$ cat src/rtl/alu16_seq_ctrl_if.sv
// Request/response bundle for the nibble-serial ALU controller.
// The master side presents operations and consumes results; the slave side is the ALU.
interface alu16_seq_ctrl_if #(
  parameter int W = 16
);
  logic         in_valid;
  logic         in_ready;
  logic [2:0]   op;
  logic [W-1:0] a;
  logic [W-1:0] b;
  logic         out_valid;
  logic         out_ready;
  logic [W-1:0] result;
  logic         cout;
  logic         overflow;
  logic         zero;
  logic         busy;

  modport master (
    output in_valid, op, a, b, out_ready,
    input  in_ready, out_valid, result, cout, overflow, zero, busy
  );

  modport slave (
    input  in_valid, op, a, b, out_ready,
    output in_ready, out_valid, result, cout, overflow, zero, busy
  );
endinterface

$ cat src/rtl/alu16_seq_ctrl.sv
// Nibble-serial ALU: one W-bit operation runs LSB nibble first through a single
// 4-bit slice, with an IDLE/EXEC/DONE valid-ready handshake around it.
module alu16_seq_ctrl #(
  parameter int NIBBLES = 4
) (
  input logic             clk,
  input logic             rst,
  alu16_seq_ctrl_if.slave bus
);
  localparam int W  = 4 * NIBBLES;
  localparam int CW = (NIBBLES > 1) ? $clog2(NIBBLES) : 1;

  typedef enum logic [1:0] {
    IDLE = 2'd0,
    EXEC = 2'd1,
    DONE = 2'd2
  } state_t;

  state_t         state;
  state_t         state_nx;
  logic [2:0]     op_q;
  logic [W-1:0]   a_q;
  logic [W-1:0]   b_q;
  logic [W-1:0]   result_q;
  logic [CW-1:0]  cnt;
  logic           carry_q;
  logic           zacc;
  logic           cout_q;
  logic           ovf_q;
  logic           zero_q;

  logic           last;
  logic [CW+1:0]  base;
  logic [3:0]     a_nib;
  logic [3:0]     b_nib;
  logic [3:0]     b_eff;
  logic [3:0]     nib_res;
  logic [4:0]     sum5;
  logic           c_into_msb;
  logic           nib_ovf;
  logic           arith;
  logic           is_slt;
  logic           slt_bit;

  assign last = (cnt == CW'(NIBBLES - 1));

  // Single 4-bit slice; op[2] both inverts b and seeds the carry on accept.
  always_comb begin
    base       = {cnt, 2'b00};
    a_nib      = a_q[base +: 4];
    b_nib      = b_q[base +: 4];
    b_eff      = op_q[2] ? ~b_nib : b_nib;
    sum5       = {1'b0, a_nib} + {1'b0, b_eff} + {4'b0000, carry_q};
    c_into_msb = a_nib[3] ^ b_eff[3] ^ sum5[3];
    nib_ovf    = c_into_msb ^ sum5[4];
    arith      = op_q[1] && (op_q != 3'b011);
    is_slt     = (op_q == 3'b111);
    slt_bit    = sum5[3] ^ nib_ovf;
    case (op_q[1:0])
      2'b00:   nib_res = a_nib & b_eff;
      2'b01:   nib_res = a_nib | b_eff;
      2'b10:   nib_res = sum5[3:0];
      default: nib_res = op_q[2] ? sum5[3:0] : 4'h0;
    endcase
  end

  always_ff @(posedge clk) begin
    if (rst) state <= IDLE;
    else     state <= state_nx;
  end

  // NOTE: every variable assigned in always_comb gets a default first, so no path leaves it unassigned and no latch is inferred.
  always_comb begin
    state_nx = state;
    case (state)
      IDLE:    if (bus.in_valid)  state_nx = EXEC;
      EXEC:    if (last)          state_nx = DONE;
      DONE:    if (bus.out_ready) state_nx = IDLE;
      default:                    state_nx = IDLE;
    endcase
  end

  // NOTE: sequential state uses non-blocking assignments so every register samples pre-edge values regardless of statement order.
  always_ff @(posedge clk) begin
    if (rst) begin
      op_q     <= 3'b000;
      a_q      <= '0;
      b_q      <= '0;
      cnt      <= '0;
      carry_q  <= 1'b0;
      zacc     <= 1'b0;
      result_q <= '0;
      cout_q   <= 1'b0;
      ovf_q    <= 1'b0;
      zero_q   <= 1'b0;
    end else begin
      case (state)
        IDLE: begin
          if (bus.in_valid) begin
            op_q    <= bus.op;
            a_q     <= bus.a;
            b_q     <= bus.b;
            cnt     <= '0;
            carry_q <= bus.op[2];
            zacc    <= 1'b0;
          end
        end
        EXEC: begin
          cnt                <= cnt + CW'(1);
          carry_q            <= sum5[4];
          zacc               <= zacc | (|nib_res);
          result_q[base +: 4] <= nib_res;
          if (last) begin
            cout_q <= arith & sum5[4];
            ovf_q  <= arith & nib_ovf;
            // SLT replaces the accumulated difference with the sign-corrected compare bit.
            if (is_slt) begin
              result_q <= {{(W-1){1'b0}}, slt_bit};
              zero_q   <= ~slt_bit;
            end else begin
              zero_q   <= ~(zacc | (|nib_res));
            end
          end
        end
        default: ;
      endcase
    end
  end

  assign bus.in_ready  = (state == IDLE);
  assign bus.out_valid = (state == DONE);
  assign bus.busy      = (state != IDLE);
  assign bus.result    = result_q;
  assign bus.cout      = cout_q;
  assign bus.overflow  = ovf_q;
  assign bus.zero      = zero_q;
endmodule

$ cat src/flat_wrapper.sv
// flat-port wrapper written by rule: the top's interface ports become plain ports
module alu16_seq_ctrl_flat 
#(
  parameter int NIBBLES = 4
)
  (clk, rst, bus_in_valid, bus_op, bus_a, bus_b, bus_out_ready, bus_in_ready, bus_out_valid, bus_result, bus_cout, bus_overflow, bus_zero, bus_busy);
  alu16_seq_ctrl_if #(.W(16)) bus_i ();
  input logic clk;
  input logic rst;
  input wire logic [$bits(bus_i.in_valid)-1:0] bus_in_valid;
  input wire logic [$bits(bus_i.op)-1:0] bus_op;
  input wire logic [$bits(bus_i.a)-1:0] bus_a;
  input wire logic [$bits(bus_i.b)-1:0] bus_b;
  input wire logic [$bits(bus_i.out_ready)-1:0] bus_out_ready;
  output wire logic [$bits(bus_i.in_ready)-1:0] bus_in_ready;
  output wire logic [$bits(bus_i.out_valid)-1:0] bus_out_valid;
  output wire logic [$bits(bus_i.result)-1:0] bus_result;
  output wire logic [$bits(bus_i.cout)-1:0] bus_cout;
  output wire logic [$bits(bus_i.overflow)-1:0] bus_overflow;
  output wire logic [$bits(bus_i.zero)-1:0] bus_zero;
  output wire logic [$bits(bus_i.busy)-1:0] bus_busy;
  assign bus_i.in_valid = bus_in_valid;
  assign bus_i.op = bus_op;
  assign bus_i.a = bus_a;
  assign bus_i.b = bus_b;
  assign bus_i.out_ready = bus_out_ready;
  assign bus_in_ready = bus_i.in_ready;
  assign bus_out_valid = bus_i.out_valid;
  assign bus_result = bus_i.result;
  assign bus_cout = bus_i.cout;
  assign bus_overflow = bus_i.overflow;
  assign bus_zero = bus_i.zero;
  assign bus_busy = bus_i.busy;
  alu16_seq_ctrl #(.NIBBLES(NIBBLES)) u_core (.clk(clk), .rst(rst), .bus(bus_i));
endmodule
$ cat config.mk
export PLATFORM = sky130hd
export DESIGN_NAME = alu16_seq_ctrl_flat
export DESIGN_NICKNAME = d
export VERILOG_FILES = /design/src/rtl/alu16_seq_ctrl_if.sv /design/src/rtl/alu16_seq_ctrl.sv /design/src/flat_wrapper.sv
export SDC_FILE = /design/constraint.sdc
export NUM_CORES = 1
export LEC_CHECK = 0
export CORE_MARGIN = 4
export CORE_UTILIZATION = 55
export DETAILED_ROUTE_END_ITERATION = 7
export PLACE_DENSITY = 0.84
export RECOVER_POWER = 25
export SLEW_MARGIN = 10
export SYNTH_ARGS = -nofsm -noshare
export SYNTH_HDL_FRONTEND = slang
export SYNTH_SLANG_ARGS = --single-unit
$ cat constraint.sdc
create_clock -name clk -period 5.5 [get_ports clk]
set_input_delay 1.65 -clock clk [delete_from_list [all_inputs] [get_ports clk]]
set_output_delay 1.65 -clock clk [all_outputs]
set_load 0.02 [all_outputs]
==> impl_metrics.yaml <==
outcome:
  status: "complete, but fails checks"
  violations: "capacitance limit, slew limit"
cts:
  clk_path_buf_depth: 2
  clk_latency_ns: 0.33
  postCtsSetupRepairBufs: 0
  holdBufCountCts: 0
  cts_sinks: 60
  clkSlewWorstSetupHoldPaths_ns: 0.06
  cts_made_buffers: 9
  post_cts_resized: 0
  cts_tree: "yes"
  cts-htree-levels: 3
  root_buffer: "clkbuf_8"
pwr:
  ir_worst_vdd_mv: 0.180
  switchingPower_mw: 0.254
  p_sw_frac: 0.259
  power_frac_comb: 0.155
  pwr-share-seq: 0.480
  power_frac_clock: 0.365
  power_density_nw_per_um2: 266
  p_total_mw: 0.982
  p_leak_nw: 1.46
  intPower_mw: 0.728
sta:
  setup_violations: 0
  slew_headroom: -0.701
  finalCriticalPeriod_ns: 3.95
  tightest_slew_ns: 2.55
  skew_ns: 0.00736
  fin_crit_sh: 0.717
  slew_viol_final: 62
  hold_viol: 0
  hold_ws_ns: 0.452
  setup_ws_ns: 1.55
  max_freq_mhz: 253
  rsz0062_at_grt: "false"
  setup_tns_ns: 0
critical_path:
  crit_fanout: 17
  critPathCaptureType: "flop"
  reg2reg_slack_ns: 1.55
  worstPathRequired_ns: 5.72
  rr_worst_depth: 9
  rr_startpoint: "u_core.cnt[0]"
  cp-start-kind: "flop"
  worst_ep_arrival_time_ns: 4.17
  r2r-end: "u_core.zacc"
  path_class: "reg2reg"
global_routing:
  grt_pass1_wl_mm: 11.1
  grt_usage: 0.223
  grt_pass1_vias: 2521
  antenna_found_initial: 0
  grt_max_degree: 62
  globalRoute.totalOverflow: 0
routing:
  wl_per_cell_um: 14.4
  drtIter0Drc: 119
  viasPerCell: 5.48
  via_count: 2599
  drtAntennaViolNets: 0
  drt-total-wl_mm: 6.83
  dr.pass1.iters: 4
  route.detailed.drc: 0
die:
  fp.coreArea_um2: 5140
  rows: 26
  io_pins: 61
  die_x_um: 80.9
  initial_utilization: 0.568
  dieArea_um2: 6540
  die_h_um: 80.9
placement:
  place_hpwl_mm: 4.98
  gp_congestion: 0.875
  placed_area_um2: 3510
  pre_cts_ws_ns: 1.57
  dpl.cell_count: 458
  io_buffers: 60
logic_synthesis:
  synth.most_common_cell: "nand2_1"
  synth.area.top_cells: "dfxtp_1, nand2_1, a21oi_1, ha_1, mux4_2"
  synth_nets: 404
  synth_ff_type: "dfxtp_1"
  synthTopCellsByCount: "nand2_1, dfxtp_1, a21oi_1, clkbuf_1, nor2_1"
  seq_area_frac_synth: 0.411
  synth_top_area_cell: "dfxtp_1"
  synth_cell_types: 41
  syn_inst: 350
  ys_seq_elements: 60
  yosysWarnings: 0
  synth-edff-count: 0
  synthArstFlopShare: 0
  syn_avg_cell_area_um2: 8.35
  syn_area_um2: 2920
  netlist.area_leader.share: 0.411
worst_hold_path:
  min-delay-start: "u_core.b_q[5]"
  hp-class: "reg2reg"
  hold_end: "u_core.b_q[5]"
  whs_path_depth: 2
job:
  max_cap_violations: 1
layout:
  post-route-cell-area_um2: 3690
  final-seq-area_um2: 1200
  drive_gt1_frac: 0.0520
  multiInputGateArea_um2: 1580
  syn_to_final_growth_pct: 26.4
  finalNonFillerCells: 474
  antennaDiodeCount: 0
  nNetsFinal: 453
  final_util: 0.719
  n_fill_cell: 433
## power by group through the flow
stage	Combinational [mW]	Clock [mW]	Sequential, mW
6_report	0.152	0.359	0.471
5_1_grt	0.169	0.385	0.473
3_5_place_dp	0.152	0	0.480
3_3_place_gp	0.148	0	0.480
2_1_floorplan	0.106	0	0.471
4_1_cts	0.153	0.365	0.471
## worst max-delay path, cell delays in order (launching register included)
cell	delay (ns)
dfxtp_1	0.85
mux4_2	0.60
xnor2_1	0.19
fa_1	0.45
fa_1	0.44
xor2_1	0.22
o21ai_0	0.10
o2bb2ai_1	0.19
or4_4	0.57
a32o_1	0.23
## state kept, by name, summed over array words and instances, names as in the netlist
register	flops
u_core.bus.zero	1
u_core.bus.overflow	1
u_core.cnt	2
u_core.op_q	3
u_core.bus.result	16
u_core.a_q	16
u_core.b_q	16
u_core.zacc	1
u_core.state	2
u_core.carry_q	1
u_core.bus.cout	1
## cell usage in the layout (no fill, tap or decap), drive strengths merged, types with 2 or more instances in the layout
cell type / n
mux4: 8
and4: 3
a21oi: 49
or4: 2
and2: 3
ha: 13
nand2: 84
nor3: 7
dfxtp: 60
o21ai: 14
nor2: 20
nand2b: 5
clkdlybuf4s50: 41
clkbuf: 16
o21a: 3
nor2b: 7
dlygate4sd3: 18
fa: 2
inv: 14
xor2: 4
a22oi: 12
## worst max path at each step
stage / from / to / slack [ns] / cells after the start
2_1_floorplan: u_core.cnt[0] / u_core.zacc / 1.78 / 11
3_3_place_gp: u_core.cnt[0] / u_core.zacc / 1.66 / 9
3_5_place_dp: u_core.cnt[0] / u_core.zacc / 1.57 / 9
4_1_cts: u_core.cnt[0] / u_core.zacc / 1.55 / 9
5_1_grt: u_core.cnt[0] / u_core.zacc / 1.42 / 9
6_report: u_core.cnt[0] / u_core.zacc / 1.55 / 9
## metal layers
| metal | wire (um) | vias up | GRT usage |
|---|---|---|---|
| li1 | - | 1291 | - |
| met1 | 2870 | 1211 | 0.245 |
| met2 | 3410 | 81 | 0.386 |
| met3 | 397 | 16 | 0.0687 |
| met4 | 152 | 0 | 0.115 |
| met5 | 0 | - | 0 |
## area by class of cell
type	count	area share
Clock inverter	1	0.00136
Clock buffer	15	0.0478
Tap cell	70	0.0237
Multi-Input combinational cell	254	0.427
Timing Repair Buffer	60	0.161
Sequential cell	60	0.325
Inverter	14	0.0142
## logic make-up (layout without fill, tap and decap cells)
group	after synthesis	count (layout)	synth area share
AND/OR/NAND/NOR	136	136	0.206
multiplexers	9	9	0.0690
flip-flops	60	60	0.411
buffers and inverters	36	90	0.0492
adder cells (fa/ha/maj)	15	15	0.0694
AO/OA/AOI/OAI	89	89	0.180
XOR/XNOR	5	5	0.0150
No activity file was read; power rests on OpenSTA's default activity.
==> edit 1 (same flow settings) <==
Re-encode `state_t` (3 states) as one-hot, 3 bits wide.
--- a/src/rtl/alu16_seq_ctrl.sv
+++ b/src/rtl/alu16_seq_ctrl.sv
@@ -10,10 +10,10 @@
   localparam int W  = 4 * NIBBLES;
   localparam int CW = (NIBBLES > 1) ? $clog2(NIBBLES) : 1;
 
-  typedef enum logic [1:0] {
-    IDLE = 2'd0,
-    EXEC = 2'd1,
-    DONE = 2'd2
+  typedef enum logic [2:0] {
+    IDLE = 3'b001,
+    EXEC = 3'b010,
+    DONE = 3'b100
   } state_t;
 
   state_t         state;
Check against the original RTL: same outputs for any inputs over 4 cycles, from zero or initial values and one cycle with rst high; so few cycles prove little.
==> edit 1 against the unedited design <==
Wire length rose by 0.63%; clock skew shrank 0.0034 ns; total power decreased by 0.43%; count of clock-buffer cells in the layout did not move; design area grew 1.6%; first-iteration DRC count rose by 78%; area after synthesis up 1.5%; core utilization rose by 0.69 points; maximum frequency is 0.19% lower; setup slack got worse by 0.0075 ns; sequential cell count is 1 higher; critical path type unchanged; largest cell class unchanged.
==> edit 1: results (changes against the unedited design) <==
| Metric | Value |
|---|---|
| Run status | `completed` |
| Non-filler instance count after layout | `481 (+1.5%)` |
| Number of enable flip-flop cells after synthesis | `0 (unchanged)` |
| Critical path peak fanout | `15 (-2)` |
| Average wire length per cell after detail routing | `14.29 um (-0.83%)` |
| Dpl cell area | `3581 sq um (+1.9%)` |
| Final Instance Area | `3752 sq um (+1.6%)` |
| FF-to-FF Start | `u_core.cnt[0]` |
| Ranking of synthesized cells by instance count | `nand2_1 (83), dfxtp_1 (61), a21oi_1 (51)` |
| Min-Delay Startpoint | `u_core.bus.result[6]` |
| Number of global-route vias before repair | `2600 (+3.1%)` |
| Final weighted congestion in routability-driven placement | `0.9158 (+4.7%)` |
| Biggest area contributors in the synthesized netlist | `dfxtp_1 (41%), nand2_1 (11%), a21oi_1 (8.6%)` |
| Initial drt markers | `212 (+78%)` |
| Mean number of vias per cell | `5.484 (about the same)` |
| Worst VDD drop | `225.3 uV (+25%)` |
| Post-synthesis net count | `407 (+0.74%)` |
| Number of antenna violations at the first check in global routing | `0 (unchanged)` |
| Number of cells in the design after placement | `465 (+1.5%)` |
| Number of CTS-inserted buffers | `9 (unchanged)` |
| Setup Slack @ Placement | `1.557 ns (-0.01229 ns)` |
| Fraction of layout instances using a drive strength above 1 | `0.06569 (+0.01371)` |
| Unique cell type count in the Yosys netlist | `43 (+4.9%)` |
| Data arrival time of the critical path | `4.20 ns (+0.03 ns)` |
| Layout fillers | `412 (-4.8%)` |
| Global-route usage over all layers | `0.2290 (+0.006027)` |
| Detailed-placement wirelength estimate | `5.061 mm (+1.6%)` |
| Largest stage delay, worst path | `0.83 ns (-0.02 ns)` |
| Net total in the final layout | `459 (+1.3%)` |
| Global-route wire length before repair | `11.55 mm (+4.0%)` |
| Clock insertion delay at the later pin of the skew report | `0.34 ns` |
| Cells after Synth | `354 (+1.1%)` |
| Post-synthesis sequential area ratio | `0.4118 (+0.0006794)` |
| Setup skew after layout | `0.003958 ns (-0.003401 ns)` |
| Pin count of the biggest net entering global routing | `61 (-1.6%)` |
| Transition time at the pin with the least slew margin | `1.121 ns (-1.431 ns)` |
| Share of synthesized flip-flops with an asynchronous set or reset | `0 (unchanged)` |
| Total leakage power | `1.433 nW (-2.1%)` |
edit 1: worst paths after layout:
kind	to	slack, ns	cells past startpoint
worst max-delay path	u_core.bus.zero	1.55	9
worst min-delay path	u_core.bus.result[6]	0.45	2
worst max register to register	u_core.bus.zero	1.55	9
worst min register to register	u_core.bus.result[6]	0.45	2
edit 1: where the power goes:
group / internal (mW) / total (mW) / switching [mW]
clock network: 0.188 / 0.350 / 0.162
registers: 0.461 / 0.477 / 0.0158
logic: 0.0706 / 0.151 / 0.0805
edit 1: worst register-to-register path, cell delays in order, from the launching register on:
cell	delay [ns]
dfxtp_1	0.83
mux4_2	0.60
xnor2_1	0.19
fa_1	0.47
fa_1	0.41
xor2_1	0.17
o21ai_0	0.15
o311ai_4	0.14
or4b_1	0.53
a2111oi_2	0.36
edit 1: layer usage:
layer  vias up  share of wire  track usage
met5         -              0            0
met4         0          0.013      0.08277
met3        12          0.062      0.07566
met2        84           0.48       0.3827
met1      1215           0.44       0.2746
li1       1327              -            -
edit 1: cell type report:
type	instances	share of cell area
clock inverters	1	0.001334
multi-input cells	256	0.4278
repair buffers	61	0.1607
flip-flops and latches	61	0.3254
clock buffers	15	0.04435
inverters	17	0.01701
well taps	70	0.02334
edit 1: cell families after synthesis:
group,Yosys count,synth area share
simple gates,143,0.2203
compound gates,86,0.1802
flops,61,0.4118
buf+inv,37,0.04683
fa+ha+maj,14,0.06413
mux,8,0.06203
xor+xnor,5,0.01477
edit 1: per-stage QoR:
| step | total power, mW | hold slack (ns) |
|---|---|---|
| 2_1_floorplan | 0.5805 | 0.4315 |
| 3_3_place_gp | 0.6313 | 0.4398 |
| 3_5_place_dp | 0.6371 | 0.4458 |
| 4_1_cts | 0.9831 | 0.4544 |
| 5_1_grt | 1.023 | 0.4634 |
| 6_report | 0.9776 | 0.4515 |
==> edit 2 (same settings) <==
Made on the original files. Reset style: asynchronous (`rst`), changed in 2 clocked blocks.
--- a/src/rtl/alu16_seq_ctrl.sv
+++ b/src/rtl/alu16_seq_ctrl.sv
@@ -64,7 +64,7 @@
     endcase
   end
 
-  always_ff @(posedge clk) begin
+  always_ff @(posedge clk or posedge rst) begin
     if (rst) state <= IDLE;
     else     state <= state_nx;
   end
@@ -81,7 +81,7 @@
   end
 
   // NOTE: sequential state uses non-blocking assignments so every register samples pre-edge values regardless of statement order.
-  always_ff @(posedge clk) begin
+  always_ff @(posedge clk or posedge rst) begin
     if (rst) begin
       op_q     <= 3'b000;
       a_q      <= '0;
Function: differs if rst is asserted again (counterexample within 4 cycles, from zero or initial values and one cycle with rst high); with rst held inactive, the same outputs for 10 cycles.
==> edit 2 against the unedited design <==
Count of clock-buffer cells in the layout fell by 4; area after synthesis increased by 4.5%; wire length down 2.5%; setup slack better by 0.33 ns; synthesized cell count down 7.1%; cell count shrank 3.2%; sequential cell count unchanged; sequential share of layout area rose by 6.3 points; design area up 4.6%; critical endpoint is now u_core.bus.zero; largest cell class is now sequential cells.
Power is not compared: it rests on default switching activity, and its combinational part moved more than twofold at a synthesized area within 25%.
==> edit 2: results (changes against the unedited design) <==
| Metric | Value |
|---|---|
| Post-synthesis net count | `379 (-6.2%)` |
| Run status | `completed` |
| Global-route wire length before repair | `11.21 mm (+0.86%)` |
| Mean number of vias per cell | `5.314 (-3.1%)` |
| Number of CTS-inserted buffers | `9 (unchanged)` |
| Clock insertion delay at the later pin of the skew report | `0.35 ns (+0.02 ns)` |
| Largest stage delay, worst path | `0.84 ns` |
| Adder and majority cell fraction of the synthesized area | `0.06637 (-0.003013)` |
| Ranking of synthesized cells by instance count | `nand2_1 (128), dfrtp_1 (60), o21ai_0 (20)` |
| Unique cell type count in the Yosys netlist | `39 (-4.9%)` |
| Register clock-pin slew on the reported worst setup and hold paths | `0.07 ns` |
| Layout fillers | `401 (-7.4%)` |
| Biggest area contributors in the synthesized netlist | `dfrtp_1 (49%), nand2_1 (16%), mux4_2 (5.9%)` |
| Proportion of synthesized area in mux cells | `0.05899 (-0.009959)` |
| Detailed-placement wirelength estimate | `4.859 mm (-2.4%)` |
| Max Freq | `276.2 MHz (+9.0%)` |
| Slew margin rel. | `0.2354 (+0.9363)` |
| Data arrival time of the critical path | `3.87 ns (-0.30 ns)` |
| Share of the synthesized area in compound gates (AO/OA/AOI/OAI) | `0.1069 (-0.07338)` |
| Post-route worst hold slack | `0.4782 ns (+0.02608 ns)` |
| Flop-to-flop setup slack | `1.88 ns (+0.33 ns)` |
| Fraction of layout instances using a drive strength above 1 | `0.07455 (+0.02257)` |
| Post-synthesis sequential area ratio | `0.4916 (+0.08047)` |
| Dpl cell area | `3695 sq um (+5.2%)` |
| Capture endpoint of the worst hold path | `u_core.b_q[13]` |
| Worst hold path cell count | `2 (unchanged)` |
| Setup skew after layout | `0.009146 ns (+0.001787 ns)` |
| Global-route usage over all layers | `0.2225 (-0.0004197)` |
| Overflow left after global routing | `0 (unchanged)` |
| Initial drt markers | `165 (+39%)` |
| Cells after Synth | `325 (-7.1%)` |
| Number of cells in the design after placement | `443 (-3.3%)` |
| Destination of the critical timing path | `u_core.bus.zero` |
| H-tree levels | `3 (unchanged)` |
| Final routed wirelength across all metal layers | `6.662 mm (-2.5%)` |
| Top flip-flop cell by instance count after synthesis | `dfrtp_1` |
| Min-Delay Startpoint | `u_core.b_q[13]` |
| FF-to-FF Start | `u_core.cnt[0]` |
| Net Sw Frac | `0.4530` |
| Share of synthesized flip-flops with an asynchronous set or reset | `1.000 (+1.000)` |
| Critical path peak fanout | `18 (+1)` |
| Number of global-route vias before repair | `2465 (-2.2%)` |
| Length in cells of the worst reg-to-reg path | `9 (unchanged)` |
| Critical path's slowest cell | `dfrtp_1` |
| Parity-gate share of the synthesized area counting xor and xnor cells | `0.02007 (+0.005084)` |
| Reg power frac | `0.311` |
| Pin count of the biggest net entering global routing | `37 (-40%)` |
| Final weighted congestion in routability-driven placement | `0.8307 (-5.0%)` |
| Average wire length per cell after detail routing | `14.51 um (+0.71%)` |
edit 2: cell types whose count changed after synthesis, sizes merged, moves of 9 or more:
| cell | before | now |
|---|---|---|
| dfrtp | 0 | 60 |
| dfxtp | 60 | 0 |
| a21oi | 49 | 3 |
| nand2 | 84 | 128 |
| nor2 | 20 | 6 |
| a22oi | 12 | 1 |
| clkbuf | 20 | 10 |
| o21ai | 14 | 23 |
edit 2: area by class of cell:
type	count	area, sq um	share of cell area
inverter	15	56.30	0.01457
sequential	60	1501	0.3886
clock inverter	5	27.53	0.007124
tap	70	87.58	0.02267
clock buffer	11	141.4	0.03659
multi-input combinational	236	1434	0.3711
timing repair buffer	62	615.6	0.1593
edit 2: metal layers:
| metal | global-route usage | share of wire |
|---|---|---|
| met2 | 0.3846 | 0.49 |
| met1 | 0.2649 | 0.43 |
| met5 | 0 | 0 |
| met4 | 0.1062 | 0.022 |
| met3 | 0.04447 | 0.054 |
